**src/rtl/instr_fe.sv**
```systemverilog
// RV32I instruction fetch stage: keeps the PC, fetches words over a req/ack port,
// and feeds decode through a one-entry stall buffer with redirect/flush handling.
module instr_fe #(
  parameter logic [31:0] RESET_PC  = 32'h0000_0000,
  parameter logic [31:0] NOP_INSTR = 32'h0000_0013
) (
  input  logic        clk,
  input  logic        rst,
  output logic        imem_req_o,
  output logic [31:0] imem_addr_o,
  input  logic        imem_ack_i,
  input  logic [31:0] imem_rdata_i,
  output logic [31:0] fetch_instr_o,
  output logic [31:0] fetch_pc_o,
  output logic        decode_en_o,
  input  logic        fetch_stall_i,
  input  logic        fetch_flush_i,
  input  logic        fetch_change_pc_i,
  input  logic [31:0] fetch_new_pc_i,
  output logic [1:0]  dbg_state
);

  // Handshake: a request is imem_req_o=1 with imem_addr_o held stable; it completes
  // in the cycle imem_ack_i=1 (data on imem_rdata_i that same cycle). Ack without
  // req is ignored. Reset withdraws any outstanding request.
  typedef enum logic [1:0] {
    IDLE    = 2'd0,
    FETCH   = 2'd1,
    DISCARD = 2'd2
  } state_t;

  state_t      state_q, state_n;
  logic [31:0] pc_q, pc_n;
  logic        buf_valid_q, buf_valid_n;
  logic [31:0] buf_instr_q, buf_instr_n;
  logic [31:0] buf_pc_q, buf_pc_n;
  logic [31:0] instr_n, fpc_n;
  logic        en_n;
  logic        ack_take;
  logic        unused_new_pc_lsbs;

  assign unused_new_pc_lsbs = ^fetch_new_pc_i[1:0];

  assign imem_addr_o = pc_q;
  assign imem_req_o  = (state_q == FETCH && !buf_valid_q) || state_q == DISCARD;
  assign ack_take    = imem_ack_i && imem_req_o;
  assign dbg_state   = state_q;

  always_comb begin
    state_n     = state_q;
    pc_n        = pc_q;
    buf_valid_n = buf_valid_q;
    buf_instr_n = buf_instr_q;
    buf_pc_n    = buf_pc_q;
    instr_n     = fetch_instr_o;
    fpc_n       = fetch_pc_o;
    en_n        = decode_en_o;

    if (fetch_change_pc_i) begin
      pc_n        = {fetch_new_pc_i[31:2], 2'b00};
      en_n        = 1'b0;
      instr_n     = NOP_INSTR;
      buf_valid_n = 1'b0;
      // A request already on the bus must complete before the new PC can be fetched.
      if (state_q == DISCARD || (state_q == FETCH && imem_req_o && !imem_ack_i))
        state_n = DISCARD;
      else
        state_n = FETCH;
    end else if (fetch_flush_i) begin
      en_n        = 1'b0;
      instr_n     = NOP_INSTR;
      buf_valid_n = 1'b0;
      if (state_q != DISCARD || imem_ack_i)
        state_n = FETCH;
    end else begin
      unique case (state_q)
        IDLE: state_n = FETCH;
        DISCARD: begin
          if (imem_ack_i) state_n = FETCH;
          if (!fetch_stall_i) begin
            en_n    = 1'b0;
            instr_n = NOP_INSTR;
          end
        end
        FETCH: begin
          if (fetch_stall_i) begin
            if (ack_take) begin
              buf_instr_n = imem_rdata_i;
              buf_pc_n    = pc_q;
              buf_valid_n = 1'b1;
              pc_n        = pc_q + 32'd4;
            end
          end else if (buf_valid_q) begin
            instr_n     = buf_instr_q;
            fpc_n       = buf_pc_q;
            en_n        = 1'b1;
            buf_valid_n = 1'b0;
          end else if (ack_take) begin
            instr_n = imem_rdata_i;
            fpc_n   = pc_q;
            en_n    = 1'b1;
            pc_n    = pc_q + 32'd4;
          end else begin
            en_n    = 1'b0;
            instr_n = NOP_INSTR;
          end
        end
        default: state_n = IDLE;
      endcase
    end
  end

  always_ff @(posedge clk or posedge rst) begin
    if (rst) begin
      state_q       <= IDLE;
      pc_q          <= RESET_PC;
      buf_valid_q   <= 1'b0;
      buf_instr_q   <= NOP_INSTR;
      buf_pc_q      <= RESET_PC;
      fetch_instr_o <= NOP_INSTR;
      fetch_pc_o    <= RESET_PC;
      decode_en_o   <= 1'b0;
    end else begin
      state_q       <= state_n;
      pc_q          <= pc_n;
      buf_valid_q   <= buf_valid_n;
      buf_instr_q   <= buf_instr_n;
      buf_pc_q      <= buf_pc_n;
      fetch_instr_o <= instr_n;
      fetch_pc_o    <= fpc_n;
      decode_en_o   <= en_n;
    end
  end

endmodule

```
**config.mk**
```make
export PLATFORM = sky130hd
export DESIGN_NAME = instr_fe
export DESIGN_NICKNAME = d
export VERILOG_FILES = /design/src/rtl/instr_fe.sv
export SDC_FILE = /design/constraint.sdc
export NUM_CORES = 1
export LEC_CHECK = 0
export CAP_MARGIN = 25
export CORE_MARGIN = 2
export CORE_UTILIZATION = 25
export DETAILED_ROUTE_END_ITERATION = 10
export PLACE_DENSITY = 0.45
export SKIP_CTS_REPAIR_TIMING = 1
export SLEW_MARGIN = 20
export SYNTH_ARGS = -nofsm -noshare
export SYNTH_HDL_FRONTEND = slang
export SYNTH_SLANG_ARGS = --single-unit
```
**constraint.sdc**
```tcl
create_clock -name clk -period 5 [get_ports clk]
set_clock_uncertainty 0.2 [all_clocks]
set_input_delay 1 -clock clk [delete_from_list [all_inputs] [get_ports clk]]
set_output_delay 1 -clock clk [all_outputs]
set_load 0.02 [all_outputs]
```
# == Word level (Yosys, flattened, before mapping) ==
# Index checks and enable logic that the tools add are counted.
# op_classes
n_addsub,1
muxes,33
n_bitwise,3
eq_ne,11
n_reduce_logical,20
# op_table
op,n
32-bit two-way mux,14
32-bit one-hot mux with 2 select lines,1
32-bit by 3-bit adder with 32-bit output (second input constant),1
4-bit inequality test (second input constant),3
1-bit two-way mux,11
2-bit two-way mux,5
5-bit AND reduction,2
3-bit AND reduction,3
3-bit inequality test (second input constant),2
2-bit one-hot mux with 3 select lines,1
1-bit logical AND,4
4-bit by 1-bit inequality test with 1-bit output (second input constant),1
2-bit nonzero test,2
4-bit nonzero test,1
1-bit logical OR,3
3-bit by 1-bit inequality test with 1-bit output (second input constant),1
1-bit NOT,3
3-bit nonzero test,1
2-bit by 1-bit == test with 1-bit output (second input constant),1
2-bit == test (second input constant),1
1-bit logical NOT,2
2-bit logical NOT,1
2-bit by 1-bit inequality test with 1-bit output (second input constant),1
2-bit inequality test (second input constant),1
other kinds (2),2
# totals
wordCells,76
ff_bits,164
in_bits,70
out_inout_bits,100

# == Depth between registers and ports, before layout ==
# Gate-level depths: netlist of the first run.
# depth
depth_word,10
mapped_depth,9
depth_no_buf,7

# == Least setup slack after synthesis of the first run ==
# OpenSTA, ideal clock, no wires.
# synth_path
kind,input to register
from,in fetch_change_pc_i
to,"reg pc_q[29], in the netlist imem_addr_o[29]"
path_buffers,2
arrival_time_ns,2.377
stages,5
setup_slack_ns,2.354
setup_ns,0.069
cell_sequence,clkbuf_1 or4_1 clkbuf_1 or4_1 nand3_1
# synth_via
elab_chain_len,2
# synth_rtl
element,line,source
"start, declared",18,"input logic fetch_change_pc_i,"
"3-bit inequality test (no line), or another cell as far along",n/a,
3-bit AND reduction (no line),n/a,
"end signal, assigned",125,pc_q <= pc_n;
"end, declared",33,"logic [31:0] pc_q, pc_n;"
# Parallel ways exist; a longest one is shown, timed or not.
# A chain may end at the register's enable or synchronous reset.

# == Worst setup path in the final report of the first run ==
# layout_path
from,reg buf_valid_q
to,out imem_req_o
# layout_via
elab_chain_len,3
# layout_rtl
element,line,source
"start, declared",34,"logic buf_valid_q, buf_valid_n;"
"start signal, assigned",126,buf_valid_q <= buf_valid_n;
1-bit logical NOT,45,assign imem_req_o = (state_q == FETCH && !buf_valid_q) || state_q == DISCARD;
1-bit logical AND,45,
1-bit logical OR,45,
"end, declared",9,"output logic imem_req_o,"
# Every way passes these cells.

==> summary.txt, run 1 <==
hold crit path type = reg -> reg
pwr/cell area = 482.4 nW/um2
die width = 174.3 um
power after layout = 4.795 mW
HPWL after detailed placement = 13630 um
crit-path max cell delay = 0.81 ns
Worst Setup Path Type = reg -> out
Yosys reg bits = 158
Peak VDD IR = 178.8 uV
Die Height = 174.3 um
Core Box Area = 28630 um2
area of the multi-input gates = 3067 um2
# port buffers = 163
Worst Path Arrival = 2.20 ns
Rel. slew slack = 40.92%
top cell type's share of synthesized area = 52.46%
vias = 5477
CP cell instances = inv_1, a21o_1, clkdlybuf4s50_1
top sig layer = met5
DR iter-0 viols = 234
endpoints failing hold = 0
Total GRT Usage = 13.89%
worst hold slack = 0.2812 ns
Routed met1 length = 9168 um
Ys Warns = 0
main flop type after synthesis = dfrtp_1
register area = 3965 um2
gr ovfl total = 0
Worst Tran Pin Value = 0.8862 ns
Final GP Congestion = 0.6852
Setup WS post-layout = 1.605 ns
ANT nets after route = 0
RSZ-0062 raised after global routing = no
crit path time final = 3.395 ns
unique cell type count in the Yosys netlist = 52
Cell Area, Synth = 7251 um2
worst skew pair latency = 0.42 ns
clk root buf = clkbuf_16
maximum clock frequency = 294.5 MHz
post-synth top area cell = dfrtp_1
Post-synth EDFFs = 0
status = completed
WL/cell = 17.24 um
ranking of synthesized cells by area = dfrtp_1 52%, mux2_2 9.6%, mux2i_1 9.0%, o21ai_0 3.9%, nand2_1 3.4%
WL met3 = 1663 um
pin count of the biggest net entering global routing = 64
area delta synth->final = 37.08%
FF-to-FF setup slack = 2.13 ns
Post-synth ARST share = 100.0%
FILL cells = 2893
Max Cap Violations = 0
Bufs on Longest Clock Path = 2
most frequent cell after synthesis = dfrtp_1
Slew Limit Fails = 0
CP Capture Type = primary output
vias per cell = 4.553
leakage = 3.957 nW
share of cells above drive strength 1 = 14.43%
number of clock sinks = 158
WL met2 = 9696 um
Die ar. = 30380 um2
nets@finish = 879
TritonCTS clock tree = built
H-Tree Depth = 4
post-place setup slack = 1.275 ns
FP Rows = 62
WL final = 20750 um
CTS Buf Count = 17
total negative slack = 0 ns
Worst setup SP type = flop
drc violations = 0
First-pass DRT Iterations = 4
CP Max Fanout = 32
Initial Utilization = 25.33%
final setup violation count = 0
worst endpoint required time = 3.80 ns
Worst-path clk slew = 0.07 ns
Tcrit/Tclk final = 67.91%
Synth Area per Inst = 11.04 um2
initial antenna violation count = 2
vias in the first global route = 5555
top-level I/O count = 170
Slowest cell on crit path = dfrtp_4
Seq/Total Area, Yosys = 54.63%
Mapped Cells = 657
first-pass GRT wire length = 32540 um
Post-synth top cells = 152 x dfrtp_1, 66 x nand2_1, 65 x mux2i_1, 62 x mux2_2, 56 x o21ai_0
==> area by class of cell <==
cell class,count,area share (%)
flip-flops and latches,158,39.89
multi-input cells,447,30.85
repair buffers,175,17.65
well taps,384,4.834
clock buffers,19,4.355
clock inverters,12,2.090
inverters,7,0.3021
diodes,1,0.02518
==> per-stage QoR <==
| step | area (um2) | utilization (%) | cells |
|---|---|---|---|
| after floorplan | 7266 | - | 660 |
| after global placement | 9276 | 32.41 | 1170 |
| after detailed placement | 9276 | 32.41 | 1170 |
| after CTS | 9917 | 34.64 | 1201 |
| after global routing | 9937 | 34.71 | 1202 |
| final | 9940 | 34.72 | 1203 |
==> kinds of logic after synthesis <==
logic type	after synthesis	synth area share (%)
compound gates	117	9.198
mux	127	18.60
other cells	1	0.05172
buf+inv	55	3.365
flops	158	54.63
xor+xnor	15	1.812
simple gates	181	11.82
fa+ha+maj	3	0.5177
==> placed cells by master (no fill, tap or decap), types with 8 or more instances in the layout <==
cell and count:
nand3_1 11, nand2_1 66, clkbuf_16 17, nor2_1 46, nand4_1 13, clkdlybuf4s50_1 162, dfrtp_1 151, mux2_2 62
nor3_1 10, a21oi_1 35, buf_4 9, mux2i_1 65, xor2_1 8, o21ai_0 56
==> metal layers <==
metal | track usage (%) | up-vias
met4 | 3.151 | 2
li1 | - | 2619
met1 | 17.55 | 2691
met3 | 5.577 | 17
met2 | 22.27 | 148
met5 | 0 | -
==> final timing paths <==
| path | startpoint | endpoint | cells past startpoint |
|---|---|---|---|
| worst max-delay path | buf_valid_q | imem_req_o | 3 |
| worst min-delay path | fetch_instr_o[24] | fetch_instr_o[24] | 2 |
| worst max register to register | buf_valid_q | imem_addr_o[29] | 4 |
| worst min register to register | fetch_instr_o[24] | fetch_instr_o[24] | 2 |
| max in group asynchronous | rst | buf_instr_q[4] | 4 |
| min in group asynchronous | rst | fetch_pc_o[6] | 2 |
==> where the power goes <==
part           switching [mW]  internal [mW]  total (mW)
Combinational           0.651          0.714        1.36
Clock                   0.564          0.891        1.45
Sequential              0.269           1.71        1.98
==> registers in the layout, summed over array words and instances (netlist names) <==
register / count
buf_instr_q: 32
fetch_instr_o: 32
buf_pc_q: 30
fetch_pc_o: 30
imem_addr_o: 30
dbg_state: 2
buf_valid_q: 1
decode_en_o: 1
==> critical path: cells and delay by family (launching register included) <==
kind | cells | cell delay, ns
flops | 1 | 0.81
buf+inv | 2 | 0.73
compound gates | 1 | 0.23
(Power assumes the default switching activity.)
==> run 2: changes to the inputs <==
--- a/config.mk
+++ b/config.mk
@@ -9,7 +9,7 @@
 export CORE_MARGIN = 2
 export CORE_UTILIZATION = 25
 export DETAILED_ROUTE_END_ITERATION = 10
-export PLACE_DENSITY = 0.45
+export PLACE_DENSITY = 0.44
 export SKIP_CTS_REPAIR_TIMING = 1
 export SLEW_MARGIN = 20
 export SYNTH_ARGS = -nofsm -noshare
==> constraint.sdc (replaced) <==
create_clock -name clk -period 3.43 [get_ports clk]
set_clock_uncertainty 0.2 [all_clocks]
set_input_delay 0.686 -clock clk [delete_from_list [all_inputs] [get_ports clk]]
set_output_delay 0.686 -clock clk [all_outputs]
set_load 0.02 [all_outputs]
==> run 2 against run 1 <==
  * Highest routed layer unchanged
  * Cell count grew 0.50%
  * Sequential power grew 44%
  * Sequential share of layout area is essentially flat
  * Cell area shrank 0.10%
  * Wire length shrank 0.66%
  * First-iteration DRC count grew 17%
  * Global-route usage is essentially flat
  * Setup slack lost 0.99 ns
  * Register-to-register slack lost 1.2 ns
==> summary.txt, run 2 (synthesized netlist as in run 1, its figures left out) <==
final setup violation count = 0 (unchanged)
Worst Path Arrival = 1.93 ns (was 2.20 ns)
number of clock sinks = 158 (unchanged)
initial antenna violation count = 3 (was 2)
CP Capture Type = primary output (unchanged)
maximum clock frequency = 354.8 MHz
RSZ-0062 raised after global routing = no (unchanged)
status = completed (unchanged)
Peak VDD IR = 235.9 uV (was 178.8 uV)
FILL cells = 2858 (was 2893)
endpoints failing hold = 0 (unchanged)
top-level I/O count = 170 (unchanged)
worst skew pair latency = 0.42 ns (about the same)
part of the power in registers = 42.0% (was 41.2%)
pin count of the biggest net entering global routing = 61 (was 64)
gr ovfl total = 0 (unchanged)
Rel. slew slack = 55.55% (was 40.92%)
First-pass DRT Iterations = 6 (was 4)
nets@finish = 884 (was 879)
Initial Utilization = 25.33% (unchanged)
area delta synth->final = 36.95% (was 37.08%)
drc violations = 0 (unchanged)
first-pass GRT wire length = 32980 um (was 32540 um)
die width = 174.3 um (unchanged)
DR iter-0 viols = 273 (was 234)
total negative slack = 0 ns (unchanged)
crit path time final = 2.818 ns
clk root buf = clkbuf_16 (unchanged)
vias in the first global route = 5647 (was 5555)
HPWL after detailed placement = 14050 um (was 13630 um)
commonest cells after routing, fill and taps aside = 162 x clkdlybuf4s50_1, 151 x dfrtp_1, 66 x nand2_1 (unchanged)
Final GP Congestion = 0.7130 (was 0.6852)
CTS Buf Count = 17 (unchanged)
Max Cap Violations = 0 (unchanged)
Worst-path clk slew = 0.07 ns (about the same)
Final Instance Area = 9930 um2 (was 9940 um2)
hold crit path type = reg -> reg (unchanged)
WL final = 20610 um (was 20750 um)
TritonCTS clock tree = built (unchanged)
Worst Tran Pin Value = 0.6667 ns (was 0.8862 ns)
share of cells above drive strength 1 = 15.05% (was 14.43%)
Worst Setup Path Type = reg -> out (unchanged)
Die Height = 174.3 um (unchanged)
switching pwr = 2.147 mW (was 1.484 mW)
switching share of power = 31.56% (was 30.94%)
# port buffers = 163 (unchanged)
Total GRT Usage = 13.91% (was 13.89%)
power after layout = 6.803 mW (was 4.795 mW)
CP Max Fanout = 5 (was 32)
FP Rows = 62 (unchanged)
vias per cell = 4.505 (was 4.553)
leakage = 3.956 nW (was 3.957 nW)
ANT nets after route = 0 (unchanged)
vias = 5447 (was 5477)
Core Box Area = 28630 um2 (unchanged)
commonest non-fill, non-tap cell in the layout = clkdlybuf4s50_1 (unchanged)
Slew Limit Fails = 0 (unchanged)
Worst setup SP type = flop (unchanged)
Bufs on Longest Clock Path = 2 (unchanged)
biggest regs = buf_instr_q: 32 flops, fetch_instr_o: 32 flops (unchanged)
WL/cell = 17.05 um (was 17.24 um)
H-Tree Depth = 4 (unchanged)
Clock power frac = 28.5% (was 30.3%)
placed inst area = 9334 um2 (was 9276 um2)
Combinational Power Share = 29.6% (was 28.5%)
pwr/cell area = 685.2 nW/um2 (was 482.4 nW/um2)
post-layout util = 34.69% (was 34.72%)
Tcrit/Tclk final = 82.17%
worst endpoint required time = 2.54 ns (was 3.80 ns)
Int Power = 4.656 mW (was 3.311 mW)
Die ar. = 30380 um2 (unchanged)
[run 2: changes by cell type in the layout (fill, tap and decap cells not counted), sizes merged]
| cell | before | now |
|---|---|---|
| buf | 13 | 18 |
| clkinv | 0 | 2 |
| clkinvlp | 4 | 5 |
| clkbuf | 19 | 21 |
| inv | 10 | 9 |
| bufinv | 5 | 2 |
[run 2: per-layer routing]
metal | vias up | routed length (um) | GRT usage (%)
met5 | - | 21 | 0
met3 | 15 | 1471 | 5.052
met2 | 126 | 9608 | 22.75
li1 | 2637 | - | -
met1 | 2665 | 9307 | 17.37
met4 | 4 | 200 | 3.641
[run 2: critical path, cell delays in order (launching register included)]
cell             delay [ns]
dfrtp_1                0.39
inv_1                  0.09
ha_1                   0.25
a21o_1                 0.14
clkdlybuf4s50_1        0.64
[run 2: worst paths after layout]
kind	startpoint	endpoint	slack (ns)	cells after the start
min reg2reg	fetch_instr_o[28]	fetch_instr_o[28]	0.28	2
min	fetch_instr_o[28]	fetch_instr_o[28]	0.28	2
max reg2reg	dbg_state[0]	imem_addr_o[22]	0.89	8
max	dbg_state[0]	imem_req_o	0.61	4
max in group asynchronous	rst	buf_instr_q[0]	1.91	3
min in group asynchronous	rst	fetch_instr_o[24]	0.44	2
[run 2: final cells by class]
class	instances	area, um2	share of cell area [%]
Multi-Input combinational cell	447	3067	30.88
Inverter	7	30.03	0.3024
Sequential cell	158	3965	39.93
Antenna cell	1	2.502	0.02520
Tap cell	384	480.5	4.839
Clock buffer	21	460.4	4.637
Timing Repair Buffer	180	1792	18.04
Clock inverter	11	132.6	1.336
[run 2: power by group through the flow]
stage / sequential [mW] / combinational [mW] / clock [mW]
2_1_floorplan: 3.11 / 0.930 / 0
3_3_place_gp: 2.88 / 2.03 / 0
3_5_place_dp: 2.90 / 2.04 / 0
4_1_cts: 2.87 / 2.05 / 2.02
5_1_grt: 2.96 / 2.20 / 2.10
6_report: 2.86 / 2.01 / 1.94
[run 2: per-stage QoR]
step / setup slack (ns) / instances / hold WS [ns]
2_1_floorplan: 0.5480 / 660 / 0.2496
3_3_place_gp: 0.4030 / 1176 / 0.2607
3_5_place_dp: 0.3602 / 1176 / 0.2709
4_1_cts: 0.5612 / 1208 / 0.2925
5_1_grt: 0.4980 / 1208 / 0.3114
6_report: 0.6117 / 1209 / 0.2817
==> run 3: changes to the inputs <==
--- a/config.mk
+++ b/config.mk
@@ -9,7 +9,7 @@
 export CORE_MARGIN = 2
 export CORE_UTILIZATION = 25
 export DETAILED_ROUTE_END_ITERATION = 10
-export PLACE_DENSITY = 0.44
+export PLACE_DENSITY = 0.45
 export SKIP_CTS_REPAIR_TIMING = 1
 export SLEW_MARGIN = 20
 export SYNTH_ARGS = -nofsm -noshare
==> constraint.sdc (replaced) <==
create_clock -name clk -period 2.4 [get_ports clk]
set_clock_uncertainty 0.2 [all_clocks]
set_input_delay 0.48 -clock clk [delete_from_list [all_inputs] [get_ports clk]]
set_output_delay 0.48 -clock clk [all_outputs]
set_load 0.02 [all_outputs]
==> run 3 against run 2 <==
  * Clock power up 45%
  * Count of clock-buffer cells in the layout down 3
  * Via count up 2.9%
  * Combinational power up 52%
  * Wire length up 0.16%
  * Global-route usage up 0.10 points
  * Cell count up 2.8%
  * Highest routed layer unchanged
==> summary.txt, run 3 (synthesized netlist as in run 1, its figures left out) <==
Worst Setup EP = imem_addr_o[17] (was imem_req_o)
ANT nets after route = 0 (unchanged)
Core Box Area = 28630 um2 (unchanged)
GR Util met1 = 18.27% (was 17.37%)
Die Height = 174.3 um (unchanged)
Total GRT Usage = 14.01% (was 13.91%)
r2r endpoint = buf_instr_q[27] (was imem_addr_o[22])
power after layout = 9.901 mW (was 6.803 mW)
CP Max Fanout = 11 (was 5)
initial antenna violation count = 3 (unchanged)
Int Power = 6.728 mW (was 4.656 mW)
pwr/cell area = 964.3 nW/um2 (was 685.2 nW/um2)
TritonCTS clock tree = built (unchanged)
met3 Use GR = 5.402% (was 5.052%)
worst skew pair latency = 0.43 ns (was 0.42 ns)
drc violations = 0 (unchanged)
switching pwr = 3.173 mW (was 2.147 mW)
Slowest cell on crit path = clkdlybuf4s50_1 (unchanged)
status = completed (unchanged)
H-Tree Depth = 4 (unchanged)
area delta synth->final = 41.60% (was 36.95%)
WL/cell = 16.61 um (was 17.05 um)
DR iter-0 viols = 288 (was 273)
post-place setup slack = -0.2552 ns (was 0.3602 ns)
FP Rows = 62 (unchanged)
routing usage on met2 = 22.12% (was 22.75%)
hold crit path type = in -> async (was reg -> reg)
layer with the highest usage = met2 (unchanged)
commonest cells after routing, fill and taps aside = 161 x clkdlybuf4s50_1, 150 x dfrtp_1, 66 x nand2_1 (was 162 x clkdlybuf4s50_1, 151 x dfrtp_1, 66 x nand2_1)
RSZ-0062 raised after global routing = no (unchanged)
total negative slack = 0 ns (unchanged)
Initial Utilization = 25.33% (unchanged)
Peak VDD IR = 331.8 uV (was 235.9 uV)
CTS Buf Count = 17 (unchanged)
CP bufs+invs = 1 (was 2)
biggest regs = buf_instr_q: 32 flops, fetch_instr_o: 32 flops (unchanged)
crit-path max cell delay = 0.68 ns (was 0.64 ns)
vias in the first global route = 5751 (was 5647)
vias per cell = 4.511 (was 4.505)
share of cells above drive strength 1 = 19.23% (was 15.05%)
Max Cap Violations = 0 (unchanged)
Critical Path Stages = 1 (was 4)
Final GP Congestion = 0.7264 (was 0.7130)
Tcrit/Tclk final = 96.40%
Worst setup SP type = flop (unchanged)
top-level I/O count = 170 (unchanged)
Top Family by Delay on Critical Path = buffers and inverters (unchanged)
worst endpoint required time = 1.72 ns (was 2.54 ns)
leakage = 4.173 nW (was 3.956 nW)
HPWL after detailed placement = 14220 um (was 14050 um)
switching share of power = 32.04% (was 31.56%)
Combinational Power Share = 30.8% (was 29.6%)
Worst Tran Pin Value = 0.7189 ns (was 0.6667 ns)
Worst Path Arrival = 1.63 ns (was 1.93 ns)
first-pass GRT wire length = 33030 um (was 32980 um)
WL final = 20640 um (was 20610 um)
Die ar. = 30380 um2 (unchanged)
clk root buf = clkbuf_16 (unchanged)
# port buffers = 163 (unchanged)
endpoints failing hold = 0 (unchanged)
vias = 5607 (was 5447)
FF-to-FF setup slack = 0.18 ns (was 0.89 ns)
worst r2r path cells = 7 (was 8)
crit path launch = imem_addr_o[17] (was dbg_state[0])
Worst-path clk slew = 0.07 ns (about the same)
Setup WS post-layout = 0.08639 ns (was 0.6117 ns)
gr ovfl total = 0 (unchanged)
pin count of the biggest net entering global routing = 61 (unchanged)
CP Capture Type = primary output (unchanged)
number of clock sinks = 158 (unchanged)
First-pass DRT Iterations = 4 (was 6)
r2r startpoint = dbg_state[1] (was dbg_state[0])
Slew Limit Fails = 0 (unchanged)
Rel. slew slack = 52.07% (was 55.55%)
Bufs on Longest Clock Path = 2 (unchanged)
Worst Setup Path Type = reg -> out (unchanged)
commonest non-fill, non-tap cell in the layout = clkdlybuf4s50_1 (unchanged)
CP cell instances = clkdlybuf4s50_1 (was inv_1, ha_1, a21o_1, clkdlybuf4s50_1)
maximum clock frequency = 432.2 MHz
part of the power in registers = 40.7% (was 42.0%)
final setup violation count = 0 (unchanged)
crit path time final = 2.314 ns
nets@finish = 918 (was 884)
Clock power frac = 28.5% (about the same)
die width = 174.3 um (unchanged)
[run 3: cell count changes in the layout (fill, tap and decap cells not counted), moves of 2 or more]
cell and delta:
buf_4 +28, buf_12 +5, clkinvlp_4 -3, clkbuf_1 -2
clkinv_2 +2, clkinv_4 +2
[run 3: routing by layer]
metal / part of all wire (%) / vias to the layer above
li1: - / 2704
met1: 46 / 2764
met2: 46 / 121
met3: 7.1 / 14
met4: 0.73 / 4
met5: 0.13 / -
[run 3: through the flow]
stage	cells	cell area [um2]	hold WS, ns	utilization [%]
3_3_place_gp	1210	9652	0.2614	33.72
2_1_floorplan	660	7266	0.2496	-
3_5_place_dp	1210	9652	0.2706	33.72
5_1_grt	1242	10260	0.2993	35.86
6_report	1243	10270	0.2781	35.87
4_1_cts	1242	10250	0.2400	35.80
[run 3: layout make-up]
type	count	area, um2
diodes	1	2.502
repair buffers	214	2108
well taps	384	480.5
inverters	7	30.03
multi-input cells	447	3083
fillers	2878	18360
clock buffers	18	439.2
clock inverters	14	157.7
flip-flops and latches	158	3966
[run 3: power by group through the flow]
stage,Combinational [mW],Clock (mW),Sequential (mW)
finish,3.05,2.82,4.03
CTS,3.11,2.93,4.04
global route,3.34,3.05,4.16
floorplan,1.33,0,4.44
detailed placement,3.11,0,4.09
global placement,3.08,0,4.06
[run 3: worst reg2reg max path, delay by kind of cell (launching register included)]
family / cells / cell delay [ns]
DFF: 1 / 0.42
and+or+nand+nor: 2 / 0.41
muxes: 1 / 0.33
buffers and inverters: 2 / 0.31
adders and majority gates: 1 / 0.22
AOI/OAI and AO/OA: 1 / 0.22
[run 3: worst min path at each step]
stage                                   end  slack [ns]  cells after the start
after floorplan                buf_pc_q[26]        0.25                      2
after global placement    fetch_instr_o[16]        0.26                      2
after detailed placement  fetch_instr_o[24]        0.27                      2
after CTS                       buf_valid_q        0.24                      3
after global routing          fetch_pc_o[4]        0.30                      3
final                         fetch_pc_o[4]        0.28                      3
